===== src/rtl/cpu_pkg.sv =====
// Shared definitions for the 12-bit register-file CPU: widths, instruction
// field layout, opcodes and controller state encoding.
package cpu_pkg;
  localparam int WORD_W  = 12;
  localparam int INSTR_W = 16;
  localparam int OP_W    = 3;
  localparam int REG_W   = 4;
  localparam int ALU_X_W = OP_W + 2 * WORD_W;

  localparam logic [OP_W-1:0] OP_NOP   = 3'b000;
  localparam logic [OP_W-1:0] OP_ADD   = 3'b001;
  localparam logic [OP_W-1:0] OP_SUB   = 3'b010;
  localparam logic [OP_W-1:0] OP_AND   = 3'b011;
  localparam logic [OP_W-1:0] OP_OR    = 3'b100;
  localparam logic [OP_W-1:0] OP_XOR   = 3'b101;
  localparam logic [OP_W-1:0] OP_PASSA = 3'b110;
  localparam logic [OP_W-1:0] OP_PASSB = 3'b111;

  localparam int OP_HI    = 15;
  localparam int OP_LO    = 13;
  localparam int HALT_BIT = 12;
  localparam int RD_HI    = 11;
  localparam int RD_LO    = 8;
  localparam int RS1_HI   = 7;
  localparam int RS1_LO   = 4;
  localparam int RS2_HI   = 3;
  localparam int RS2_LO   = 0;

  typedef enum logic [2:0] {
    S_IDLE, S_FETCH, S_DECODE, S_EXECUTE, S_WRITEBACK, S_HALT
  } state_t;

  typedef struct packed {
    logic [OP_W-1:0]   op;
    logic [WORD_W-1:0] a;
    logic [WORD_W-1:0] b;
  } alu_x_t;
endpackage


===== src/rtl/cpu_instr_decode.sv =====
// Combinational split of an instruction word into its fields.
module cpu_instr_decode
  import cpu_pkg::*;
(
  input  logic [INSTR_W-1:0] instr,
  output logic [OP_W-1:0]    op,
  output logic               halt,
  output logic [REG_W-1:0]   rd,
  output logic [REG_W-1:0]   rs1,
  output logic [REG_W-1:0]   rs2
);
  assign op   = instr[OP_HI:OP_LO];
  assign halt = instr[HALT_BIT];
  assign rd   = instr[RD_HI:RD_LO];
  assign rs1  = instr[RS1_HI:RS1_LO];
  assign rs2  = instr[RS2_HI:RS2_LO];
endmodule


===== src/rtl/cpu_controller.sv =====
// Multi-cycle sequencer: fetch, decode, execute (drive ALU word), writeback.
// Owns the program counter and the register-file write port.
module cpu_controller
  import cpu_pkg::*;
#(
  parameter int IMEM_AW = 8,
  parameter int RF_AW   = 4
) (
  input  logic                clk,
  input  logic                rst,
  input  logic                start,
  output logic [IMEM_AW-1:0]  imem_addr,
  input  logic [INSTR_W-1:0]  imem_data,
  output logic [RF_AW-1:0]    rf_ra1,
  output logic [RF_AW-1:0]    rf_ra2,
  input  logic [WORD_W-1:0]   rf_rd1,
  input  logic [WORD_W-1:0]   rf_rd2,
  output logic                rf_we,
  output logic [RF_AW-1:0]    rf_wa,
  output logic [WORD_W-1:0]   rf_wd,
  output logic [ALU_X_W-1:0]  alu_x,
  input  logic [WORD_W-1:0]   alu_y,
  output logic                busy,
  output logic                halted,
  output logic [IMEM_AW-1:0]  pc
);
  state_t             state;
  logic [INSTR_W-1:0] ir;
  logic [INSTR_W-1:0] dec_in;
  logic [OP_W-1:0]    d_op;
  logic               d_halt;
  logic [REG_W-1:0]   d_rd, d_rs1, d_rs2;

  // In DECODE the fresh ROM word is decoded before it lands in ir, so the
  // register addresses are already stable when EXECUTE begins.
  assign dec_in = (state == S_DECODE) ? imem_data : ir;

  cpu_instr_decode u_dec (
    .instr (dec_in),
    .op    (d_op),
    .halt  (d_halt),
    .rd    (d_rd),
    .rs1   (d_rs1),
    .rs2   (d_rs2)
  );

  assign imem_addr = pc;
  // ALU result is combinational from the registered alu_x; only exposed while writing.
  assign rf_wd     = rf_we ? alu_y : '0;

  always_ff @(posedge clk or posedge rst) begin
    if (rst) begin
      state  <= S_IDLE;
      pc     <= '0;
      ir     <= '0;
      alu_x  <= '0;
      rf_we  <= 1'b0;
      rf_wa  <= '0;
      rf_ra1 <= '0;
      rf_ra2 <= '0;
      busy   <= 1'b0;
      halted <= 1'b0;
    end else begin
      rf_we <= 1'b0;
      case (state)
        S_IDLE, S_HALT: begin
          if (start) begin
            pc     <= '0;
            state  <= S_FETCH;
            busy   <= 1'b1;
            halted <= 1'b0;
          end
        end
        S_FETCH: state <= S_DECODE;
        S_DECODE: begin
          ir <= imem_data;
          if (d_halt) begin
            state  <= S_HALT;
            busy   <= 1'b0;
            halted <= 1'b1;
          end else begin
            rf_ra1 <= RF_AW'(d_rs1);
            rf_ra2 <= RF_AW'(d_rs2);
            rf_wa  <= RF_AW'(d_rd);
            state  <= S_EXECUTE;
          end
        end
        S_EXECUTE: begin
          alu_x <= {d_op, rf_rd1, rf_rd2};
          rf_we <= (d_op != OP_NOP);
          state <= S_WRITEBACK;
        end
        S_WRITEBACK: begin
          pc    <= pc + 1'b1;
          state <= S_FETCH;
        end
        default: begin
          state <= S_IDLE;
          busy  <= 1'b0;
        end
      endcase
    end
  end
endmodule


===== config.mk =====
export PLATFORM = sky130hd
export DESIGN_NAME = cpu_controller
export DESIGN_NICKNAME = d
export VERILOG_FILES = /design/src/rtl/cpu_pkg.sv /design/src/rtl/cpu_instr_decode.sv /design/src/rtl/cpu_controller.sv
export SDC_FILE = /design/constraint.sdc
export NUM_CORES = 1
export LEC_CHECK = 0
export ABC_AREA = 1
export CAP_MARGIN = 10
export CORE_ASPECT_RATIO = 0.75
export CORE_MARGIN = 2
export CORE_UTILIZATION = 43
export DETAILED_ROUTE_END_ITERATION = 7
export MAX_ROUTING_LAYER = met4
export PLACE_DENSITY = 0.8
export SETUP_SLACK_MARGIN = 0.02
export SYNTH_ARGS = -nofsm -noshare
export SYNTH_HDL_FRONTEND = slang
export SYNTH_HIERARCHICAL = 1
export SYNTH_SLANG_ARGS = --single-unit

===== constraint.sdc =====
create_clock -name clk -period 2.8 [get_ports clk]
set_input_delay 0.56 -clock clk [delete_from_list [all_inputs] [get_ports clk]]
set_output_delay 0.56 -clock clk [all_outputs]
set_load 0.05 [all_outputs]

**Word-level counts from Yosys, hierarchy flattened**

Cells that the tools add are included.

- Output and inout port bits: 70
- Input port bits: 55
- Logic and storage cells: 44
- Flip-flop bits (word level): 69

- Bitwise gates (word level): 2
- Add/subtract/negate cells: 1
- Reductions and logical operators: 10
- Eq/ne operators: 7
- Muxes and demuxes: 14

Operator list:

| cell | count |
|---|---|
| 16-bit 2-to-1 mux | 1 |
| 8-bit one-hot mux with 2 select lines | 1 |
| 3-bit one-hot mux with 5 select lines | 1 |
| 12-bit 2-to-1 mux | 1 |
| 8-bit by 1-bit adder with 8-bit output, second input constant | 1 |
| 8-bit 2-to-1 mux | 1 |
| 3-bit by 2-bit equality test with 1-bit output, second input constant | 2 |
| 3-bit equality test, second input constant | 2 |
| 3-bit 2-to-1 mux | 2 |
| 3-bit AND reduction | 2 |
| 1-bit 2-to-1 mux | 5 |
| 2-bit inequality test, second input constant | 2 |
| 2-bit AND reduction | 2 |
| 2-bit nonzero test | 2 |
| 3-bit by 1-bit equality test with 1-bit output, second input constant | 1 |
| 3-bit zero test | 1 |
| 1-bit one-hot mux with 3 select lines | 1 |
| 3-bit nonzero test | 1 |
| 3-bit OR reduction | 1 |
| 1-bit NOT | 2 |
| 1-bit one-hot mux with 2 select lines | 1 |
| 2-bit OR reduction | 1 |

**Longest topological paths before layout**

Gate-level depths: netlist of the first run.

- Depth after elaboration: 4
- Depth in mapped cells: 14
- Gate-level depth less buffers: 11

**By module**

Netlist of the first run, hierarchy kept.

By module, submodules not included:

| module | cells each | seq. area each (um^2) | instances | area an instance (um^2) |
|---|---|---|---|---|
| cpu_controller | 358 | 1726.7 | 1 | 2977.9 |
| cpu_instr_decode | 16 | 0.0 | 1 | 120.1 |

**Worst setup path before layout of the first run**

No wires, ideal clock.

- Path type: register to output
- Start: register rf_we
- End: output port rf_wd[10]
- Stages on the path, launching flop included: 4
- Arrival: 1.336 ns
- Path buffers: 1
- Required time: 2.240 ns
- Setup slack: 0.904 ns
- Path through: dfrtp_1 > clkbuf_1 > nand2_1 > inv_1

- Cells in the longest elaborated chain, start to end: 1

RTL lines:

| what | line | text |
|---|---|---|
| from (decl) | cpu_controller.sv:18 | `output logic rf_we,` |
| from (signal assigned) | cpu_controller.sv:90 | `rf_we <= (d_op != OP_NOP);` |
| 12-bit 2-to-1 mux | cpu_controller.sv:49 | `assign rf_wd = rf_we ? alu_y : '0;` |
| to (decl) | cpu_controller.sv:20 | `output logic [WORD_W-1:0] rf_wd,` |

No other way between the ends.

**Worst setup path after layout of the first run**

- Start: register rf_we
- End: output port rf_we

No word-level cell between the ends.

==> results of run 1 <==
## routing by layer
metal  global-route usage  up-vias  wire length (um)
li1                     -     1310                 -
met1                0.228     1248              3150
met2                0.326      115              3460
met3               0.0676       10               727
met4               0.0493        0                87
met5                    -        -                 0
## how the worst max path moves through the flow
| stage | endpoint | cells past startpoint | slack (ns) |
|---|---|---|---|
| 4_1_cts | rf_we | 1 | 0.43 |
| 3_5_place_dp | rf_ra2[0] | 11 | 0.59 |
| 3_3_place_gp | rf_ra2[1] | 11 | 0.74 |
| 2_1_floorplan | alu_x[0] | 1 | 0.50 |
| 6_report | rf_we | 1 | 0.46 |
| 5_1_grt | rf_ra2[0] | 11 | 0.34 |
## layout make-up
cell class / count / area (sq um) / area share
Sequential cell: 69 / 1730 / 0.389
Inverter: 31 / 116 / 0.0262
Timing Repair Buffer: 127 / 1250 / 0.281
Multi-Input combinational cell: 239 / 997 / 0.225
Clock inverter: 3 / 67.6 / 0.0152
Clock buffer: 13 / 159 / 0.0358
Tap cell: 98 / 123 / 0.0276
## state kept, by name, indices dropped and copies added, names as in the netlist
register	flops
state	3
halted	1
rf_wa	4
busy	1
alu_x	27
ir	16
rf_ra2	4
imem_addr	8
rf_ra1	4
rf_we	1
## power by group
part	switching, uW	internal [uW]	leakage, uW	total [uW]
registers	238	1420	0.000870	1660
logic	1980	885	0.00131	2870
clock network	355	551	0.000110	906
## Yosys cell counts
library cell  count  area share
nand2_1         198        0.24
dfrtp_1          69        0.56
inv_1            27       0.033
buf_4            26       0.063
nand3_1          10       0.016
o21ai_0           8       0.013
a21oi_1           7       0.011
buf_2             5      0.0081
inv_2             4      0.0048
buf_6             3       0.011
nor2_1            3      0.0036
nor2_2            2      0.0040
o21ai_1           2      0.0032
clkbuf_1          1      0.0012
ha_1              1      0.0040
nand2_2           1      0.0020
nand3_2           1      0.0032
nand3b_1          1      0.0024
nand4_2           1      0.0040
nor2_4            1      0.0036
nor2_8            1      0.0065
o21bai_1          1      0.0024
o31ai_1           1      0.0024
## through the flow
| step | utilization | power, uW | hold slack (ns) |
|---|---|---|---|
| 2_1_floorplan | - | 3830 | 0.439 |
| 3_3_place_gp | 0.610 | 4500 | 0.454 |
| 3_5_place_dp | 0.610 | 4560 | 0.457 |
| 4_1_cts | 0.643 | 5480 | 0.469 |
| 5_1_grt | 0.643 | 5780 | 0.491 |
| 6_report | 0.643 | 5430 | 0.470 |
## cell families after synthesis
family / Yosys count
fa+ha+maj: 1
flops: 69
compound gates: 19
simple gates: 219
buf+inv: 66
==> qor.csv, run 1 <==
stage,metric,value,unit
status,status,"finished, final reports clean",
placed_design,placed cells,564,
yosys,Gate Count Post-Synth,374,
hold_path,worst hold path depth,2,
floorplan,io pins,125,
route,Routed Antenna Nets,0,
sta,Setup Skew,0.0110,ns
yosys,main combinational cell family by area after synthesis,simple AND/OR/NAND/NOR gates,
yosys,Avg Inst Size Synth,8.28,sq um
global_routing,largest net degree at the start of global routing,59,
global_routing,total grt overflow,0,
clock_network,CTS Hold Bufs,0,
power_and_ir_drop,Worst IR Drop VDD,0.670,mV
final_layout,post-route cell area,4440,sq um
floorplan,die area,7910,sq um
sta,RSZ-0062 raised after global routing,no,
global_routing,vias in the first global route,2603,
global_routing,first-pass GRT wire length,11800,um
critical_path,Crit path arrival time,1.78,ns
global_routing,Tot GR Track Use,0.196,
final_layout,fill count,600,
critical_path,CP Class,reg -> out,
critical_path,Crit path max-delay family,buffers and inverters,
sta,setup TNS,0,ns
route,Routed WL,7420,um
route,DR pass1 iterations,4,
clock_network,Max Root-Sink Buffers,2,
placed_design,Buffers on Ports,124,
flow_run,total of max-cap violations,0,
placed_design,gp weighted congestion,0.736,
yosys,post-synthesis net count,430,
sta,Max transition margin,0.648,
yosys,area share of and/or/nand/nor cells after synthesis,0.286,
yosys,Ys Warns,6,
floorplan,Initial Utilization,0.449,
yosys,Compound-Gate Fraction of Synth Area,0.0323,
floorplan,Core Footprint,6900,sq um
clock_network,Num CTS Buffers,9,
global_routing,initial antenna violation count,0,
critical_path,CP max-delay cell,clkdlybuf4s50_1,
clock_network,post-CTS resize count,0,
clock_network,CTS tree,done,
power_and_ir_drop,Leakage,0.00229,uW
critical_path,Crit path required time,2.24,ns
clock_network,CTS sink count,69,
final_layout,Final Non-Filler Cells,580,
clock_network,CTS H-tree lvls,3,
sta,Max Clk Rate,426,MHz
final_layout,"commonest non-fill, non-tap cells in the layout","198 x nand2_1, 112 x clkdlybuf4s50_1, 69 x dfrtp_1",
clock_network,Post-CTS Setup Bufs,0,
floorplan,row count,26,
critical_path,Critical Path Sink Type,output port,
critical_path,CP max stage delay,0.90,ns
critical_path,FF-to-FF setup slack,0.56,ns
route,Vias/cell,4.63,
yosys,post-synthesis adder-cell area fraction,0.00404,
sta,final setup vio count,0,
placed_design,Place WS,0.587,ns
yosys,"Seq/Total Area, Yosys",0.557,
sta,Setup WS post-layout,0.455,ns
clock_network,"Clk Latency, worst-skew pair",0.34,ns
yosys,"Cell Area, Synth",3100,sq um
sta,clock period minus worst slack,2.34,ns
placed_design,dpl hpwl,5550,um
final_layout,share of layout cells above drive strength 1,0.0851,
power_and_ir_drop,Power Density,1230,nW/um^2
sta,Slew @ Worst Pin,0.527,ns
critical_path,crit-path cells,clkdlybuf4s50_1,
final_layout,nets,533,
critical_path,CP max FO,13,
hold_path,Hold Path End,alu_x[0],
clock_network,Clock transition at path regs,0.07,ns
critical_path,RR Endpoint,rf_ra2[0],
route,WL/cell,12.8,um
hold_path,Worst Min Path Start,alu_x[0],
yosys,mux contribution to synthesized area,0,
final_layout,Layout Area Growth over Synthesis,43.2,%
critical_path,Setup crit start,rf_we,
floorplan,die height,77.5,um
final_layout,Antenna diodes,0,
route,Post-route DRC,0,
critical_path,worst r2r src,state[0],
hold_path,HP Class,reg -> reg,
route,via count,2683,
critical_path,FF-to-FF path depth,11,
route,initial detailed-routing violation count,104,
yosys,"Distinct cells, synth",23,
clock_network,Root Buffer,clkbuf_8,
floorplan,Die X,102,um
sta,Tcrit/Tclk final,0.837,
yosys,post-synthesis register bit count,69,
critical_path,CP Launch Type,register,
yosys,Post-Synth XOR/XNOR Area,0,
placed_design,placed cell area,4210,sq um
final_layout,"commonest non-fill, non-tap cell in the layout",nand2_1,
sta,Fin. Hold Viols,0,
critical_path,Crit path buffers/inverters,1,
sta,fin. max-slew vios,0,
Power figures use the tool's default switching activity.
==> run 2: changes to the inputs <==
==> constraint.sdc (replaced) <==
create_clock -name clk -period 2.2 [get_ports clk]
set_input_delay 0.44 -clock clk [delete_from_list [all_inputs] [get_ports clk]]
set_output_delay 0.44 -clock clk [all_outputs]
set_load 0.05 [all_outputs]
==> run 2 against run 1 <==
Routed wire length is 0.70% lower; sequential cell count unchanged; critical path depth did not move; utilization up 1.7 points; combinational power up 31%; die area is the same; global-route usage grew 0.11 points; critical endpoint is now pc[5].
==> qor.csv, run 2 (same netlist as run 1, synthesis figures left out) <==
stage,metric,value,unit
status,status,"finished, final reports clean",
sta,clock period minus worst slack,2.05,ns
critical_path,Crit path max-delay family,buffers and inverters,
critical_path,Crit path buffers/inverters,1,
critical_path,CP Launch Type,register,
placed_design,Buffers on Ports,124,
final_layout,fill count,565,
placed_design,dpl hpwl,5610,um
sta,Fin. Hold Viols,0,
global_routing,first-pass GRT wire length,11900,um
critical_path,Critical Path Sink Type,output port,
sta,final setup vio count,0,
floorplan,Initial Utilization,0.449,
power_and_ir_drop,Power Density,1490,nW/um^2
sta,fin. max-slew vios,0,
final_layout,nets,536,
final_layout,Top reg by flops,alu_x,
floorplan,Die X,102,um
flow_run,total of max-cap violations,0,
final_layout,Layout Area Growth over Synthesis,47.1,%
route,initial detailed-routing violation count,89,
route,WL/cell,12.6,um
critical_path,CP max stage delay,0.84,ns
power_and_ir_drop,Leakage,0.00231,uW
critical_path,Crit path arrival time,1.61,ns
sta,Max transition margin,0.645,
clock_network,CTS H-tree lvls,3,
critical_path,crit-path cells,clkdlybuf4s50_1,
clock_network,"Clk Latency, worst-skew pair",0.33,ns
route,DR pass1 iterations,4,
global_routing,met3 GRT Util,0.0658,
critical_path,FF-to-FF path depth,11,
floorplan,io pins,125,
global_routing,vias in the first global route,2499,
sta,Slew @ Worst Pin,0.531,ns
final_layout,FF/Latch Area,1730,sq um
power_and_ir_drop,Worst IR Drop VDD,0.785,mV
critical_path,CP Class,reg -> out,
critical_path,CP max FO,6,
global_routing,met2 usage,0.313,
placed_design,gp weighted congestion,0.785,
route,Routed Antenna Nets,0,
critical_path,CP max-delay cell,clkdlybuf4s50_1,
critical_path,worst r2r src,state[0],
global_routing,total grt overflow,0,
route,Vias/cell,4.51,
clock_network,Clock transition at path regs,0.07,ns
final_layout,share of layout cells above drive strength 1,0.0990,
sta,Max Clk Rate,489,MHz
clock_network,CTS sink count,69,
sta,WHS,0.371,ns
route,Routed WL,7370,um
final_layout,Antenna diodes,0,
sta,setup TNS,0,ns
global_routing,met1 usage,0.249,
clock_network,Max Root-Sink Buffers,2,
sta,Tcrit/Tclk final,0.930,
final_layout,"commonest non-fill, non-tap cells in the layout","198 x nand2_1, 111 x clkdlybuf4s50_1, 69 x dfrtp_1",
sta,RSZ-0062 raised after global routing,yes,
floorplan,Core Footprint,6900,sq um
floorplan,die area,7910,sq um
final_layout,"commonest non-fill, non-tap cell in the layout",nand2_1,
route,via count,2632,
critical_path,FF-to-FF setup slack,0.23,ns
global_routing,largest net degree at the start of global routing,31,
clock_network,Num CTS Buffers,9,
clock_network,Root Buffer,clkbuf_8,
final_layout,post-route cell area,4560,sq um
sta,Setup WS post-layout,0.154,ns
global_routing,Tot GR Track Use,0.197,
sta,Setup Skew,0.00671,ns
critical_path,RR Endpoint,rf_ra2[1],
hold_path,HP Class,in -> async,
placed_design,placed cell area,4380,sq um
global_routing,gr busiest metal,met2,
floorplan,die height,77.5,um
final_layout,Largest register FFs,27,
clock_network,CTS tree,done,
floorplan,row count,26,
critical_path,Crit path required time,1.76,ns
route,Post-route DRC,0,
global_routing,initial antenna violation count,0,
placed_design,Place WS,0.133,ns
final_layout,area occupied by multi-input gates,997,sq um
-- run 2: stage by stage --
stage          instances  total power (uW)  utilization
6_report             583              6780        0.661
5_1_grt              583              7220        0.661
4_1_cts              583              6840        0.661
3_5_place_dp         567              5920        0.635
3_3_place_gp         567              5850        0.635
2_1_floorplan        374              4870            -
-- run 2: how the worst max path moves through the flow --
| stage | startpoint | slack (ns) | cells past startpoint | to |
|---|---|---|---|---|
| floorplan | rst | 0.02 | 1 | alu_x[0] |
| global placement | state[0] | 0.26 | 11 | rf_wa[3] |
| detailed placement | state[0] | 0.13 | 11 | rf_ra1[0] |
| CTS | imem_addr[5] | 0.12 | 1 | pc[5] |
| global route | state[0] | 0.01 | 11 | busy |
| finish | imem_addr[5] | 0.15 | 1 | pc[5] |
-- run 2: what timing repair did --
item | in CTS | in global routing
setup buffers | 0 | 0
hold buffers | 0 | 0
setup endpoints to repair | 0 | 12
gates resized for setup | 0 | 1
-- run 2: final cells by class --
class | instances | area share
inverter | 31 | 0.0255
tap | 98 | 0.0269
sequential | 69 | 0.379
timing repair buffer | 130 | 0.311
clock buffer | 10 | 0.0302
clock inverter | 6 | 0.00851
multi-input combinational | 239 | 0.219
-- run 2: power breakdown --
group	internal, uW	switching [uW]	leakage (uW)	total [uW]
logic	1220	2530	0.00136	3750
registers	1810	310	0.000870	2120
clock network	435	466	0.0000880	901
total	3470	3310	0.00231	6780
-- run 2: per-layer routing --
layer  part of all wire  wire length, um
met1               0.45             3300
met2               0.45             3340
met3              0.092              676
met4             0.0072               53
met5                  0                0
